--- src/rtl/top_pkg.sv ---
// Shared definitions for the PRBS modulation source: modulation codes,
// register offsets, constellation amplitudes and AXI response codes.
// Build option: define TOP_QAM16_EN to include the QAM16 mapper.
package top_pkg;

    typedef enum logic [2:0] {
        MOD_QPSK  = 3'b000,
        MOD_BPSK  = 3'b001,
        MOD_QAM16 = 3'b010,
        MOD_8PSK  = 3'b011
    } mod_type_e;

    localparam logic [5:0] ADDR_CTRL     = 6'h00;
    localparam logic [5:0] ADDR_MOD_TYPE = 6'h04;
    localparam logic [5:0] ADDR_SEED     = 6'h08;
    localparam logic [5:0] ADDR_COUNT    = 6'h0C;

    localparam logic [1:0] RESP_OKAY   = 2'b00;
    localparam logic [1:0] RESP_SLVERR = 2'b10;

    // Q1.14 amplitudes: A = 1.0, B = cos(45 deg), QAM16 inner/outer levels
    localparam int AMP_A  = 16384;
    localparam int AMP_B  = 11585;
    localparam int QAM_LO = 4096;
    localparam int QAM_HI = 12288;

    localparam logic [14:0] SEED_DEFAULT = 15'h0001;

    // Only codes with a mapper in this build may be written to MOD_TYPE
    function automatic logic mod_supported(input logic [2:0] code);
        case (code)
            3'b000, 3'b001, 3'b011: return 1'b1;
`ifdef TOP_QAM16_EN
            3'b010:                 return 1'b1;
`endif
            default:                return 1'b0;
        endcase
    endfunction

endpackage

--- src/rtl/symbol_mapper.sv ---
// Combinational symbol mapper: draws k bits from the PRBS-15 state
// (first bit = symbol MSB), maps them to I/Q and returns the advanced state.
// Build option: define TOP_QAM16_EN to include the QAM16 mapper.
module symbol_mapper
    import top_pkg::*;
#(
    parameter int W = 16
) (
    input  logic [14:0]  lfsr,
    input  mod_type_e    mod_type,
    output logic [W-1:0] i_val,
    output logic [W-1:0] q_val,
    output logic [14:0]  next_lfsr
);

    logic [14:0] stage [0:4];
    logic [3:0]  bits;

    function automatic logic [W-1:0] lvl(input int v);
        return W'(v);
    endfunction

`ifdef TOP_QAM16_EN
    // Gray-coded level: 00 -> -3, 01 -> -1, 11 -> +1, 10 -> +3
    function automatic logic [W-1:0] qam_level(input logic [1:0] g);
        case (g)
            2'b00:   return lvl(-QAM_HI);
            2'b01:   return lvl(-QAM_LO);
            2'b11:   return lvl(QAM_LO);
            default: return lvl(QAM_HI);
        endcase
    endfunction
`else
    logic unused_qam;
    assign unused_qam = &{1'b0, bits[0], stage[4]};
`endif

    // Unroll four LFSR steps (x^15 + x^14 + 1); bits[3] is the first bit out
    always_comb begin
        // NOTE: every combinational output gets a value before any branch, so no latch can be inferred.
        stage[0] = lfsr;
        bits     = '0;
        for (int n = 0; n < 4; n++) begin
            bits[3-n]  = stage[n][14] ^ stage[n][13];
            stage[n+1] = {stage[n][13:0], bits[3-n]};
        end
    end

    // Map the leading k bits to a constellation point and pick the state after k steps
    always_comb begin
        i_val     = '0;
        q_val     = '0;
        next_lfsr = lfsr;
        case (mod_type)
            MOD_BPSK: begin
                i_val     = bits[3] ? lvl(-AMP_A) : lvl(AMP_A);
                next_lfsr = stage[1];
            end
            MOD_QPSK: begin
                i_val     = bits[3] ? lvl(-AMP_B) : lvl(AMP_B);
                q_val     = bits[2] ? lvl(-AMP_B) : lvl(AMP_B);
                next_lfsr = stage[2];
            end
            MOD_8PSK: begin
                case (bits[3:1])
                    3'd0: begin i_val = lvl(AMP_A);  q_val = lvl(0);      end
                    3'd1: begin i_val = lvl(AMP_B);  q_val = lvl(AMP_B);  end
                    3'd2: begin i_val = lvl(0);      q_val = lvl(AMP_A);  end
                    3'd3: begin i_val = lvl(-AMP_B); q_val = lvl(AMP_B);  end
                    3'd4: begin i_val = lvl(-AMP_A); q_val = lvl(0);      end
                    3'd5: begin i_val = lvl(-AMP_B); q_val = lvl(-AMP_B); end
                    3'd6: begin i_val = lvl(0);      q_val = lvl(-AMP_A); end
                    default: begin i_val = lvl(AMP_B); q_val = lvl(-AMP_B); end
                endcase
                next_lfsr = stage[3];
            end
`ifdef TOP_QAM16_EN
            MOD_QAM16: begin
                i_val     = qam_level(bits[3:2]);
                q_val     = qam_level(bits[1:0]);
                next_lfsr = stage[4];
            end
`endif
            default: ;
        endcase
    end

endmodule

--- src/rtl/top.sv ---
// PRBS-driven I/Q symbol source with an AXI-lite control slave and an
// AXI-stream sample output (one symbol per cycle under constant TREADY).
// Build option: define TOP_QAM16_EN to include the QAM16 mapper.
module top
    import top_pkg::*;
#(
    parameter int IQ_BW                   = 32,
    parameter int IorQ_BW                 = 16,
    parameter int C_S_AXI_CTRL_ADDR_WIDTH = 6,
    parameter int C_S_AXI_CTRL_DATA_WIDTH = 32
) (
    input  logic                                 samp_clk,
    input  logic                                 samp_rst,
    output logic                                 iq_out_TVALID,
    input  logic                                 iq_out_TREADY,
    output logic [IQ_BW-1:0]                     iq_out_TDATA,
    input  logic                                 s_axi_ctrl_AWVALID,
    output logic                                 s_axi_ctrl_AWREADY,
    input  logic [C_S_AXI_CTRL_ADDR_WIDTH-1:0]   s_axi_ctrl_AWADDR,
    input  logic                                 s_axi_ctrl_WVALID,
    output logic                                 s_axi_ctrl_WREADY,
    input  logic [C_S_AXI_CTRL_DATA_WIDTH-1:0]   s_axi_ctrl_WDATA,
    input  logic [C_S_AXI_CTRL_DATA_WIDTH/8-1:0] s_axi_ctrl_WSTRB,
    output logic                                 s_axi_ctrl_BVALID,
    input  logic                                 s_axi_ctrl_BREADY,
    output logic [1:0]                           s_axi_ctrl_BRESP,
    input  logic                                 s_axi_ctrl_ARVALID,
    output logic                                 s_axi_ctrl_ARREADY,
    input  logic [C_S_AXI_CTRL_ADDR_WIDTH-1:0]   s_axi_ctrl_ARADDR,
    output logic                                 s_axi_ctrl_RVALID,
    input  logic                                 s_axi_ctrl_RREADY,
    output logic [C_S_AXI_CTRL_DATA_WIDTH-1:0]   s_axi_ctrl_RDATA,
    output logic [1:0]                           s_axi_ctrl_RRESP
);

    localparam int AW = C_S_AXI_CTRL_ADDR_WIDTH;
    localparam int DW = C_S_AXI_CTRL_DATA_WIDTH;
    localparam logic [AW-1:0] A_CTRL  = AW'(ADDR_CTRL);
    localparam logic [AW-1:0] A_MOD   = AW'(ADDR_MOD_TYPE);
    localparam logic [AW-1:0] A_SEED  = AW'(ADDR_SEED);
    localparam logic [AW-1:0] A_COUNT = AW'(ADDR_COUNT);

    logic              run;
    mod_type_e         mod_type;
    logic [14:0]       seed;
    logic [31:0]       count;
    logic [14:0]       lfsr;
    logic [14:0]       lfsr_next;
    logic [IorQ_BW-1:0] map_i, map_q;
    logic              wr_fire, rd_fire, run_rise, gen;
    logic [DW-1:0]     rd_data;
    logic [1:0]        rd_resp;

    assign wr_fire  = s_axi_ctrl_AWVALID && s_axi_ctrl_AWREADY && s_axi_ctrl_WVALID && s_axi_ctrl_WREADY;
    assign rd_fire  = s_axi_ctrl_ARVALID && s_axi_ctrl_ARREADY;
    assign run_rise = wr_fire && (s_axi_ctrl_AWADDR == A_CTRL) && s_axi_ctrl_WSTRB[0]
                      && s_axi_ctrl_WDATA[0] && !run;
    // A new symbol is built whenever the output slot is empty or being drained
    assign gen      = run && (!iq_out_TVALID || iq_out_TREADY);

    logic unused_bits;
    assign unused_bits = &{1'b0, s_axi_ctrl_WDATA[DW-1:15], s_axi_ctrl_WSTRB[DW/8-1:2]};

    symbol_mapper #(.W(IorQ_BW)) u_mapper (
        .lfsr      (lfsr),
        .mod_type  (mod_type),
        .i_val     (map_i),
        .q_val     (map_q),
        .next_lfsr (lfsr_next)
    );

    // AXI-lite write channel and the writable control registers
    always_ff @(posedge samp_clk or posedge samp_rst) begin
        // NOTE: sequential state uses non-blocking assignments so every register samples pre-edge values.
        if (samp_rst) begin
            s_axi_ctrl_AWREADY <= 1'b0;
            s_axi_ctrl_WREADY  <= 1'b0;
            s_axi_ctrl_BVALID  <= 1'b0;
            s_axi_ctrl_BRESP   <= RESP_OKAY;
            run                <= 1'b0;
            mod_type           <= MOD_QPSK;
            seed               <= SEED_DEFAULT;
        end else begin
            s_axi_ctrl_AWREADY <= 1'b0;
            s_axi_ctrl_WREADY  <= 1'b0;
            if (s_axi_ctrl_BVALID && s_axi_ctrl_BREADY)
                s_axi_ctrl_BVALID <= 1'b0;
            if (wr_fire) begin
                s_axi_ctrl_BVALID <= 1'b1;
                s_axi_ctrl_BRESP  <= RESP_OKAY;
                case (s_axi_ctrl_AWADDR)
                    A_CTRL: if (s_axi_ctrl_WSTRB[0]) run <= s_axi_ctrl_WDATA[0];
                    A_MOD:  if (s_axi_ctrl_WSTRB[0] && mod_supported(s_axi_ctrl_WDATA[2:0]))
                                mod_type <= mod_type_e'(s_axi_ctrl_WDATA[2:0]);
                    A_SEED: begin
                        if (s_axi_ctrl_WSTRB[0]) seed[7:0]  <= s_axi_ctrl_WDATA[7:0];
                        if (s_axi_ctrl_WSTRB[1]) seed[14:8] <= s_axi_ctrl_WDATA[14:8];
                    end
                    default: s_axi_ctrl_BRESP <= RESP_SLVERR;
                endcase
            end else if (s_axi_ctrl_AWVALID && s_axi_ctrl_WVALID && !s_axi_ctrl_AWREADY
                         && !s_axi_ctrl_BVALID) begin
                s_axi_ctrl_AWREADY <= 1'b1;
                s_axi_ctrl_WREADY  <= 1'b1;
            end
        end
    end

    // Read-data multiplexer; unmapped offsets return zero with SLVERR
    always_comb begin
        rd_data = '0;
        rd_resp = RESP_OKAY;
        case (s_axi_ctrl_ARADDR)
            A_CTRL:  rd_data = DW'(run);
            A_MOD:   rd_data = DW'(mod_type);
            A_SEED:  rd_data = DW'(seed);
            A_COUNT: rd_data = DW'(count);
            default: rd_resp = RESP_SLVERR;
        endcase
    end

    // AXI-lite read channel: one outstanding read, data held until RREADY
    always_ff @(posedge samp_clk or posedge samp_rst) begin
        if (samp_rst) begin
            s_axi_ctrl_ARREADY <= 1'b0;
            s_axi_ctrl_RVALID  <= 1'b0;
            s_axi_ctrl_RDATA   <= '0;
            s_axi_ctrl_RRESP   <= RESP_OKAY;
        end else begin
            s_axi_ctrl_ARREADY <= 1'b0;
            if (s_axi_ctrl_RVALID && s_axi_ctrl_RREADY)
                s_axi_ctrl_RVALID <= 1'b0;
            if (rd_fire) begin
                s_axi_ctrl_RVALID <= 1'b1;
                s_axi_ctrl_RDATA  <= rd_data;
                s_axi_ctrl_RRESP  <= rd_resp;
            end else if (s_axi_ctrl_ARVALID && !s_axi_ctrl_ARREADY && !s_axi_ctrl_RVALID) begin
                s_axi_ctrl_ARREADY <= 1'b1;
            end
        end
    end

    // Stream output, LFSR and handshake counter; a stalled sample is never replaced or dropped
    always_ff @(posedge samp_clk or posedge samp_rst) begin
        if (samp_rst) begin
            iq_out_TVALID <= 1'b0;
            iq_out_TDATA  <= '0;
            lfsr          <= SEED_DEFAULT;
            count         <= '0;
        end else begin
            if (run_rise)
                lfsr <= (seed == 15'd0) ? SEED_DEFAULT : seed;
            else if (gen)
                lfsr <= lfsr_next;

            if (gen) begin
                iq_out_TVALID <= 1'b1;
                iq_out_TDATA  <= {map_i, map_q};
            end else if (iq_out_TREADY) begin
                iq_out_TVALID <= 1'b0;
            end

            if (run_rise)
                count <= '0;
            else if (iq_out_TVALID && iq_out_TREADY)
                count <= count + 32'd1;
        end
    end

endmodule

--- config.mk ---
export PLATFORM = sky130hd
export DESIGN_NAME = top
export DESIGN_NICKNAME = d
export VERILOG_FILES = /design/src/rtl/top_pkg.sv /design/src/rtl/symbol_mapper.sv /design/src/rtl/top.sv
export SDC_FILE = /design/constraint.sdc
export NUM_CORES = 1
export LEC_CHECK = 0
export CAP_MARGIN = 15
export CORE_UTILIZATION = 30
export CTS_CLUSTER_DIAMETER = 150
export CTS_CLUSTER_SIZE = 10
export DETAILED_ROUTE_END_ITERATION = 16
export GPL_ROUTABILITY_DRIVEN = 0
export HOLD_SLACK_MARGIN = 0.12
export PLACE_DENSITY_LB_ADDON = 0.1
export SLEW_MARGIN = 10
export SYNTH_ARGS = -nofsm -noshare
export SYNTH_HDL_FRONTEND = slang
export SYNTH_SLANG_ARGS = --single-unit
--- constraint.sdc ---
create_clock -name samp_clk -period 3.9 [get_ports samp_clk]
set_input_delay 0.78 -clock samp_clk [delete_from_list [all_inputs] [get_ports samp_clk]]
set_output_delay 0.78 -clock samp_clk [all_outputs]
set_load 0.1 [all_outputs]
==> impl_metrics.yaml, run 1 <==
logic_synthesis:
  synth-edff-count: 0
  yosysSeqAreaShare: 0.4885
  synthCells: 618
  syn_area_per_cell_um2: 9.540
  netlist_area_um2: 5896
  synthArstFlopShare: 1.000
  yosys_warnings: 0
  synthDistinctLibCells: 59
  synth_flop_cell: "dfrtp_1"
  synth_seq_cells: 115
final_layout:
  utilization: 0.4057
  drive_gt1_frac: 0.09845
  area_delta_synth_final_pct: 30.45
  fillers: 1892
  fin_nets: 755
  antenna_cells: 0
timing:
  setup_violations: 0
  holdWs_ns: 0.4696
  fmaxAchievable_ghz: 0.3490
  worst_pin_slew_ns: 0.9954
  timing.final.crit_period_ns: 2.865
  finClkSkew_ns: 0.01111
  period_share: 0.7346
  hold_viol: 0
  rsz0062_at_grt: "false"
  fin_tns_setup_ns: 0
  setup_ws_ns: 1.035
  maxSlewViolCount: 0
  maxSlewHeadroom: 0.3344
critical_path:
  critPathBufInv: 1
  slowest_delay_ns: 1.19
  critPathKind: "register to primary output"
  crit_family: "buffers and inverters"
  arrival_ns: 2.09
  cp-end-kind: "primary output"
  critPathMaxFanout: 9
  cp_slowest_cell: "clkdlybuf4s50_1"
  startpoint_type: "register"
  required_ns: 3.12
  path_cells: "clkdlybuf4s50_1"
status:
  outcome: "finished clean"
clocking:
  ctsHoldBuffers: 0
  cts_tree: "done"
  clk_pin_slew_worst_paths_ns: 0.06
  post_cts_buffers: 0
  numClockSinks: 115
  clk_latency_ns: 0.41
  cts_buffers: 17
  cts_resized: 0
  ctsHtreeMaxLevel: 4
  ctsRootBufferMaster: "clkbuf_16"
  cts_buffer_depth: 2
route:
  routedLengthMet1_mm: 7.406
  drc: 0
  vias: 4725
  ant_nets: 0
  routed.top_layer: "met4"
  drt_pre_antenna_iters: 5
  drtIter0Drc: 221
  vias_per_cell: 4.866
  wl_met3_um: 636
  routed_wl_mm: 15.48
  wire_per_inst_um: 15.94
  wl_met2_mm: 7.311
grt:
  overflow: 0
  grt_max_degree: 62
  grt_usage: 0.1644
  first_global_vias: 4682
  grt_pass1_wl_mm: 25.56
  antenna_found_initial: 0
floorplan:
  die_x_um: 142.2
  ioPinCount: 130
  dieArea_um2: 20220
  die_h_um: 142.2
  num_rows: 50
  fp.coreArea_um2: 18960
  start_util: 0.3110
pwr:
  power_density_nw_per_um2: 460.5
  leakage_nw: 3.257
  ir_drop_uv: 301.6
  p_total_mw: 3.541
placed_design:
  dp_hpwl_mm: 10.95
  port_buffers: 108
  place_ws_ns: 0.8069
worst_hold_path:
  hp-class: "register to register"
run:
  cap_viol_max_count: 0
-- state kept, by name, summed over array words and instances, names as in the netlist --
register,cells
count,32
iq_out_TDATA,10
iq_out_TVALID,1
lfsr,15
mod_type,3
run,1
s_axi_ctrl_ARREADY,1
s_axi_ctrl_BRESP,1
s_axi_ctrl_BVALID,1
s_axi_ctrl_RDATA,32
s_axi_ctrl_RRESP,1
s_axi_ctrl_RVALID,1
s_axi_ctrl_WREADY,1
seed,15
-- final cells by class --
cell class,instances,area [um2],area share
Clock inverter,11,152.6,0.01985
Multi-Input combinational cell,426,2623,0.3410
Clock buffer,21,460.4,0.05987
Inverter,19,73.82,0.009598
Timing Repair Buffer,119,1176,0.1529
Tap cell,260,325.3,0.04230
Sequential cell,115,2880,0.3745
-- path summary, 6_finish.rpt --
check	startpoint	endpoint	slack [ns]	cells past startpoint
max in group asynchronous	samp_rst	s_axi_ctrl_RDATA[18]$_DFFE_PP0P_	2.27	3
min reg2reg	s_axi_ctrl_RVALID$_DFFE_PP0P_	s_axi_ctrl_ARREADY$_DFF_PP0_	0.47	1
max	iq_out_TDATA[28]$_DFFE_PP0P_	iq_out_TDATA[23]	1.03	1
min in group asynchronous	samp_rst	s_axi_ctrl_BVALID$_DFFE_PP0P_	0.83	2
min	s_axi_ctrl_RVALID$_DFFE_PP0P_	s_axi_ctrl_ARREADY$_DFF_PP0_	0.47	1
max reg2reg	mod_type[1]$_DFFE_PP0P_	lfsr[0]$_DFFE_PP1P_	1.61	5
-- where the power goes --
group / switching, mW / total, mW / internal (mW) / leakage (nW)
registers: 0.0819 / 1.34 / 1.26 / 1.55
logic: 0.412 / 0.595 / 0.182 / 1.41
clock network: 0.566 / 1.61 / 1.04 / 0.290
total: 1.06 / 3.54 / 2.48 / 3.26
-- kinds of logic (layout without fill, tap and decap cells) --
kind of cell	after synthesis	count (layout)	share of synthesized area
and+or+nand+nor	234	234	0.2001
AOI/OAI and AO/OA	135	135	0.1498
DFF	115	115	0.4885
buffers and inverters	78	170	0.06834
xor gates and xnor gates	34	34	0.05051
muxes	20	20	0.03990
adders and majority gates	1	1	0.002122
other	1	2	0.0006361
-- cells in the mapped netlist, types with 2 or more instances --
cell | instances | area [um2]
a21o_1 | 2 | 15.01
xnor2_1 | 8 | 70.07
dfstp_2 | 2 | 52.55
nand4_1 | 13 | 81.33
xor2_1 | 26 | 227.7
nor4_4 | 3 | 63.81
nand4b_1 | 2 | 17.52
buf_4 | 27 | 202.7
nor2b_1 | 5 | 31.28
and2_1 | 12 | 75.07
and3_1 | 8 | 50.05
nand2_1 | 86 | 322.8
nor2_1 | 51 | 191.4
mux2_2 | 18 | 202.7
a31oi_1 | 2 | 12.51
a21oi_1 | 13 | 65.06
nor4_1 | 8 | 50.05
a221o_1 | 8 | 80.08
nor3b_1 | 3 | 22.52
o22ai_1 | 4 | 25.02
nand3_1 | 19 | 95.09
o21a_1 | 2 | 15.01
inv_1 | 17 | 63.81
a22oi_1 | 15 | 112.6
nor3_1 | 9 | 45.04
dfrtp_1 | 113 | 2828
clkbuf_1 | 24 | 90.09
buf_2 | 7 | 35.03
clkinv_1 | 2 | 7.510
a211o_1 | 2 | 17.52
a211oi_1 | 5 | 37.54
o21ai_0 | 57 | 285.3
a221oi_1 | 2 | 17.52
o221ai_1 | 14 | 122.6
nand2b_1 | 5 | 31.28
-- layer usage --
layer | global-route usage | vias up
met2 | 0.2629 | 131
met3 | 0.03466 | 10
li1 | - | 2316
met1 | 0.2222 | 2268
met4 | 0.05037 | 0
met5 | 0 | -
-- placed cells by master, fill, tap and decap left out, types with 9 or more instances in the layout --
| master | instances |
|---|---|
| a21oi_1 | 13 |
| a22oi_1 | 15 |
| and2_1 | 12 |
| buf_4 | 10 |
| clkbuf_16 | 17 |
| clkdlybuf4s50_1 | 108 |
| dfrtp_1 | 113 |
| inv_1 | 16 |
| mux2_2 | 18 |
| nand2_1 | 86 |
| nand3_1 | 19 |
| nand4_1 | 13 |
| nor2_1 | 51 |
| nor3_1 | 9 |
| o21ai_0 | 57 |
| o221ai_1 | 14 |
| xor2_1 | 26 |
-- through the flow --
step	area, um2	cells
floorplan	5899	619
global placement	7078	939
detailed placement	7078	939
CTS	7691	971
global route	7691	971
finish	7691	971
Note: power is estimated with default switching activity, not from simulation.
==> run 2: changes to the inputs <==
Clock period 3.9 ns to 3 ns, I/O delays scaled along.
==> run 2 against run 1 <==
- wire length rose by 2.2%
- hold slack got worse by 0.010 ns
- via count up 2.2%
- die area is the same
- combinational power grew 28%
- register-to-register slack lost 0.89 ns
- flip-flop and latch count stayed put
- critical path depth up 4
- first-iteration DRC count increased by 30%
- final area down 2.1%
- sequential power up 30%
- global-route usage up 0.24 points
==> impl_metrics.yaml, run 2 (same netlist as run 1, synthesis figures left out) <==
route:
  ant_nets: 0
  vias_per_cell: 4.945
  routed_wl_mm: 15.81
  wire_per_inst_um: 16.18
  drc: 0
  vias: 4831
  drtIter0Drc: 287
  drt_pre_antenna_iters: 5
timing:
  hold_viol: 0
  setup_violations: 0
  maxSlewHeadroom: 0.5793
  timing.final.crit_period_ns: 2.282
  period_share: 0.7607
  setup_ws_ns: 0.7179
  maxSlewViolCount: 0
  fmaxAchievable_ghz: 0.4382
  finClkSkew_ns: 0.03079
  worst_pin_slew_ns: 0.6263
  rsz0062_at_grt: "false"
  fin_tns_setup_ns: 0
clocking:
  post_cts_buffers: 0
  cts_resized: 0
  cts_buffer_depth: 2
  numClockSinks: 115
  ctsRootBufferMaster: "clkbuf_16"
  cts_tree: "done"
  cts_buffers: 17
  ctsHoldBuffers: 0
  ctsHtreeMaxLevel: 4
  clk_pin_slew_worst_paths_ns: 0.06
  clk_latency_ns: 0.43
floorplan:
  die_h_um: 142.2
  ioPinCount: 130
  start_util: 0.3110
  num_rows: 50
  die_x_um: 142.2
  fp.coreArea_um2: 18960
  dieArea_um2: 20220
final_layout:
  fin_nets: 761
  drive_gt1_frac: 0.2064
  most-common-layout-cells: "113 x dfrtp_1, 88 x buf_4, 86 x nand2_1"
  utilization: 0.3974
  final_common_cell: "dfrtp_1"
  area_delta_synth_final_pct: 27.76
  reg.largest.list: "count x32, s_axi_ctrl_RDATA x32"
  fillers: 1925
  instances_no_fill: 977
  antenna_cells: 0
placed_design:
  place_ws_ns: 0.3577
  dp_hpwl_mm: 11.36
  port_buffers: 108
  dpl.cell_count: 945
grt:
  use_met2: 0.2673
  use_met1: 0.2196
  first_global_vias: 4753
  grt_pass1_wl_mm: 25.79
  grt_usage: 0.1668
  use_met3: 0.03735
  top_usage_layer: "met2"
  grt_max_degree: 56
  overflow: 0
  antenna_found_initial: 0
critical_path:
  critPathKind: "register to register"
  critPathMaxFanout: 17
  rrSetupSlack_ns: 0.72
  arrival_ns: 2.60
  startpoint_type: "register"
  required_ns: 3.32
  cp-end-kind: "register"
pwr:
  pwr-share-clk: 0.447
  leakage_nw: 3.412
  pwr-share-comb: 0.169
  share_seq_of_total_power: 0.385
  p_total_mw: 4.524
  switching_share: 0.3089
  intPower_mw: 3.127
  switchingPower_mw: 1.398
  ir_drop_uv: 402.8
  power_density_nw_per_um2: 600.7
worst_hold_path:
  hp-class: "register to register"
status:
  outcome: "finished clean"
run:
  cap_viol_max_count: 0
-- run 2: changes by cell type in the layout (fill, tap and decap cells not counted) --
cell,before,now
bufinv_16,3,2
clkinv_2,1,2
inv_4,1,0
buf_4,10,88
clkdlybuf4s50_1,108,36
clkinvlp_4,3,4
inv_6,1,2
clkinv_4,3,2
-- run 2: worst max-delay path, cell delays in order (launching register included) --
cell and delay (ns):
dfrtp_1 0.65, and3b_1 0.62, nor2_1 0.30, o2bb2ai_1 0.20, a211oi_1 0.27, o21ai_0 0.14
-- run 2: path summary, 6_finish.rpt --
kind,start,end,depth (start not counted)
worst max-delay path,mod_type[1]$_DFFE_PP0P_,lfsr[0]$_DFFE_PP1P_,5
worst min-delay path,s_axi_ctrl_RVALID$_DFFE_PP0P_,s_axi_ctrl_ARREADY$_DFF_PP0_,1
worst max register to register,mod_type[1]$_DFFE_PP0P_,lfsr[0]$_DFFE_PP1P_,5
worst min register to register,s_axi_ctrl_RVALID$_DFFE_PP0P_,s_axi_ctrl_ARREADY$_DFF_PP0_,1
max in group asynchronous,samp_rst,s_axi_ctrl_RDATA[28]$_DFFE_PP0P_,3
min in group asynchronous,samp_rst,lfsr[4]$_DFFE_PP0P_,2
-- run 2: per-layer routing --
metal	routed length [um]	part of all wire	vias to the layer above
met4	229	0.014	0
met2	7419	0.47	116
met5	0	0	-
met3	617	0.039	17
li1	-	-	2345
met1	7545	0.48	2353
-- run 2: power by group through the flow --
stage               Sequential (mW)  Combinational, mW  Clock (mW)
floorplan                      1.93              0.406           0
finish                         1.74              0.762        2.02
global placement               1.77              0.764           0
global route                   1.76              0.816        2.15
detailed placement             1.77              0.768           0
CTS                            1.74              0.770        2.07
-- run 2: area by class of cell --
cell class	count	area, um2	area share
repair buffers	125	1041	0.1382
inverters	19	75.07	0.009967
well taps	260	325.3	0.04319
clock inverters	11	127.6	0.01694
multi-input cells	426	2623	0.3482
flip-flops and latches	115	2880	0.3824
clock buffers	21	460.4	0.06113
-- run 2: per-stage QoR --
stage / hold WS, ns / instance area, um2
floorplan: 0.4800 / 5903
global placement: 0.4482 / 6944
detailed placement: 0.4565 / 6944
CTS: 0.4641 / 7532
global route: 0.4885 / 7532
finish: 0.4595 / 7532
==> run 3: changes to the inputs <==
Clock period 3 ns to 2.2 ns, I/O delays scaled along.
==> run 3 against run 2 <==
- non-clock buffer count grew 27
- die area is the same
- sequential share of layout area shrank 1.3 points
- combinational power grew 39%
- register-to-register slack lost 0.40 ns
- global-route usage shrank 0.15 points
- largest cell class unchanged
==> impl_metrics.yaml, run 3 (same netlist as run 1, synthesis figures left out) <==
status:
  outcome: "finished clean"
timing:
  setup_violations: 0
  period_share: 0.9094
  fmaxAchievable_ghz: 0.4998
  finClkSkew_ns: 0.01117
  worst_pin_slew_ns: 0.6534
  maxSlewViolCount: 0
  maxSlewHeadroom: 0.5628
  rsz0062_at_grt: "false"
  hold_viol: 0
  timing.final.crit_period_ns: 2.001
clocking:
  post_cts_buffers: 0
  numClockSinks: 115
  ctsRootBufferMaster: "clkbuf_16"
  cts_tree: "done"
  cts_buffers: 17
  ctsHoldBuffers: 0
  clk_latency_ns: 0.42
  ctsHtreeMaxLevel: 4
  clk_pin_slew_worst_paths_ns: 0.05
  cts_buffer_depth: 2
  cts_resized: 0
worst_hold_path:
  hp-class: "input pin to asynchronous set/reset pin"
grt:
  overflow: 0
  antenna_found_initial: 0
  grt_usage: 0.1654
  first_global_vias: 4942
  grt_pass1_wl_mm: 25.70
  grt_max_degree: 56
route:
  vias_per_cell: 4.862
  routed_wl_mm: 15.68
  drt_pre_antenna_iters: 5
  ant_nets: 0
  drtIter0Drc: 266
  drc: 0
  vias: 4881
  wire_per_inst_um: 15.62
critical_path:
  critPathKind: "input pin to register"
  cp_slowest_cell: "clkdlybuf4s50_1"
  startpoint_type: "input pin"
  crit_family: "buffers and inverters"
  required_ns: 2.49
  critPathBufInv: 3
  slowest_delay_ns: 0.55
  critPathMaxFanout: 5
  cp-end-kind: "register"
  path_cells: "clkdlybuf4s50_1, buf_4, nand3_1, nor4_1, buf_4, nand3_1, xnor2_1, nor2_1"
  arrival_ns: 2.30
final_layout:
  final_common_cell: "dfrtp_1"
  antenna_cells: 0
  reg.largest.list: "count x32, s_axi_ctrl_RDATA x32"
  drive_gt1_frac: 0.2392
  most-common-layout-cells: "111 x dfrtp_1, 110 x buf_4, 86 x nand2_1"
  fin_nets: 788
  fillers: 1911
  design_area_um2: 7809
  area_delta_synth_final_pct: 32.45
  utilization: 0.4119
run:
  cap_viol_max_count: 0
placed_design:
  dpl_cell_area_um2: 7212
  dp_hpwl_mm: 11.67
  port_buffers: 108
floorplan:
  start_util: 0.3110
  die_h_um: 142.2
  die_x_um: 142.2
  ioPinCount: 130
  dieArea_um2: 20220
  fp.coreArea_um2: 18960
  num_rows: 50
pwr:
  leakage_nw: 3.560
  ir_drop_uv: 531.6
  power_density_nw_per_um2: 790.8
[run 3: cell types whose count changed in the layout (fill, tap and decap cells not counted)]
| cell | change |
|---|---|
| buf_4 | +22 |
| buf_12 | +5 |
| dfrtp_1 | -2 |
| dfrtp_2 | +2 |
| clkbuf_1 | -1 |
| clkbuf_8 | +1 |
| clkinv_4 | -1 |
| clkinvlp_4 | +1 |
[run 3: area by class of cell]
class,count,area (um2),share of cell area
Sequential cell,115,2883,0.3692
Multi-Input combinational cell,426,2623,0.3358
Timing Repair Buffer,152,1306,0.1673
Clock buffer,21,470.5,0.06025
Tap cell,260,325.3,0.04166
Clock inverter,11,126.4,0.01618
Inverter,19,75.07,0.009614
[run 3: worst reg2reg max path, stage by stage, from the launching register on]
cell     delay (ns)
dfrtp_1        0.43
nand4_1        0.35
nor4_1         0.45
buf_4          0.22
nand3_1        0.09
xnor2_1        0.16
nor2_1         0.06
[run 3: power breakdown]
part	leakage, nW	switching [mW]	internal, mW
Combinational	1.73	0.742	0.321
Clock	0.282	0.980	1.76
Sequential	1.55	0.144	2.23
[run 3: routing by layer]
metal  up-vias  wire (um)  GRT usage
li1       2393          -          -
met1      2355       7281     0.2149
met2       116       7530     0.2724
met3        17        673    0.03466
met4         0        195    0.05603
met5         -          0          0
[run 3: worst paths after layout]
| check | startpoint | end | cells after the start | slack [ns] |
|---|---|---|---|---|
| worst max-delay path | iq_out_TREADY | count[25]$_DFFE_PP0P_ | 8 | 0.20 |
| worst min-delay path | samp_rst | count[0]$_DFFE_PP0P_ | 2 | 0.33 |
| worst max register to register | count[7]$_DFFE_PP0P_ | count[25]$_DFFE_PP0P_ | 6 | 0.32 |
| worst min register to register | s_axi_ctrl_WREADY$_DFF_PP0_ | s_axi_ctrl_WREADY$_DFF_PP0_ | 1 | 0.46 |
| max in group asynchronous | samp_rst | iq_out_TDATA[30]$_DFFE_PP0P_ | 4 | 1.15 |
| min in group samp_clk | s_axi_ctrl_WREADY$_DFF_PP0_ | s_axi_ctrl_WREADY$_DFF_PP0_ | 1 | 0.46 |
[run 3: stage by stage]
stage / setup WS, ns / power, mW / hold WS (ns) / std cells / setup TNS [ns]
after detailed placement: -0.2123 / 3.479 / 0.4549 / 972 / -6.025
after floorplan: 0.04035 / 3.192 / 0.4800 / 619 / 0
after global routing: 0.06837 / 6.454 / 0.3626 / 1004 / 0
final: 0.1992 / 6.175 / 0.3333 / 1004 / 0
after CTS: 0.2351 / 6.261 / 0.3191 / 1004 / 0
after global placement: -0.2877 / 3.474 / 0.4479 / 972 / -6.873
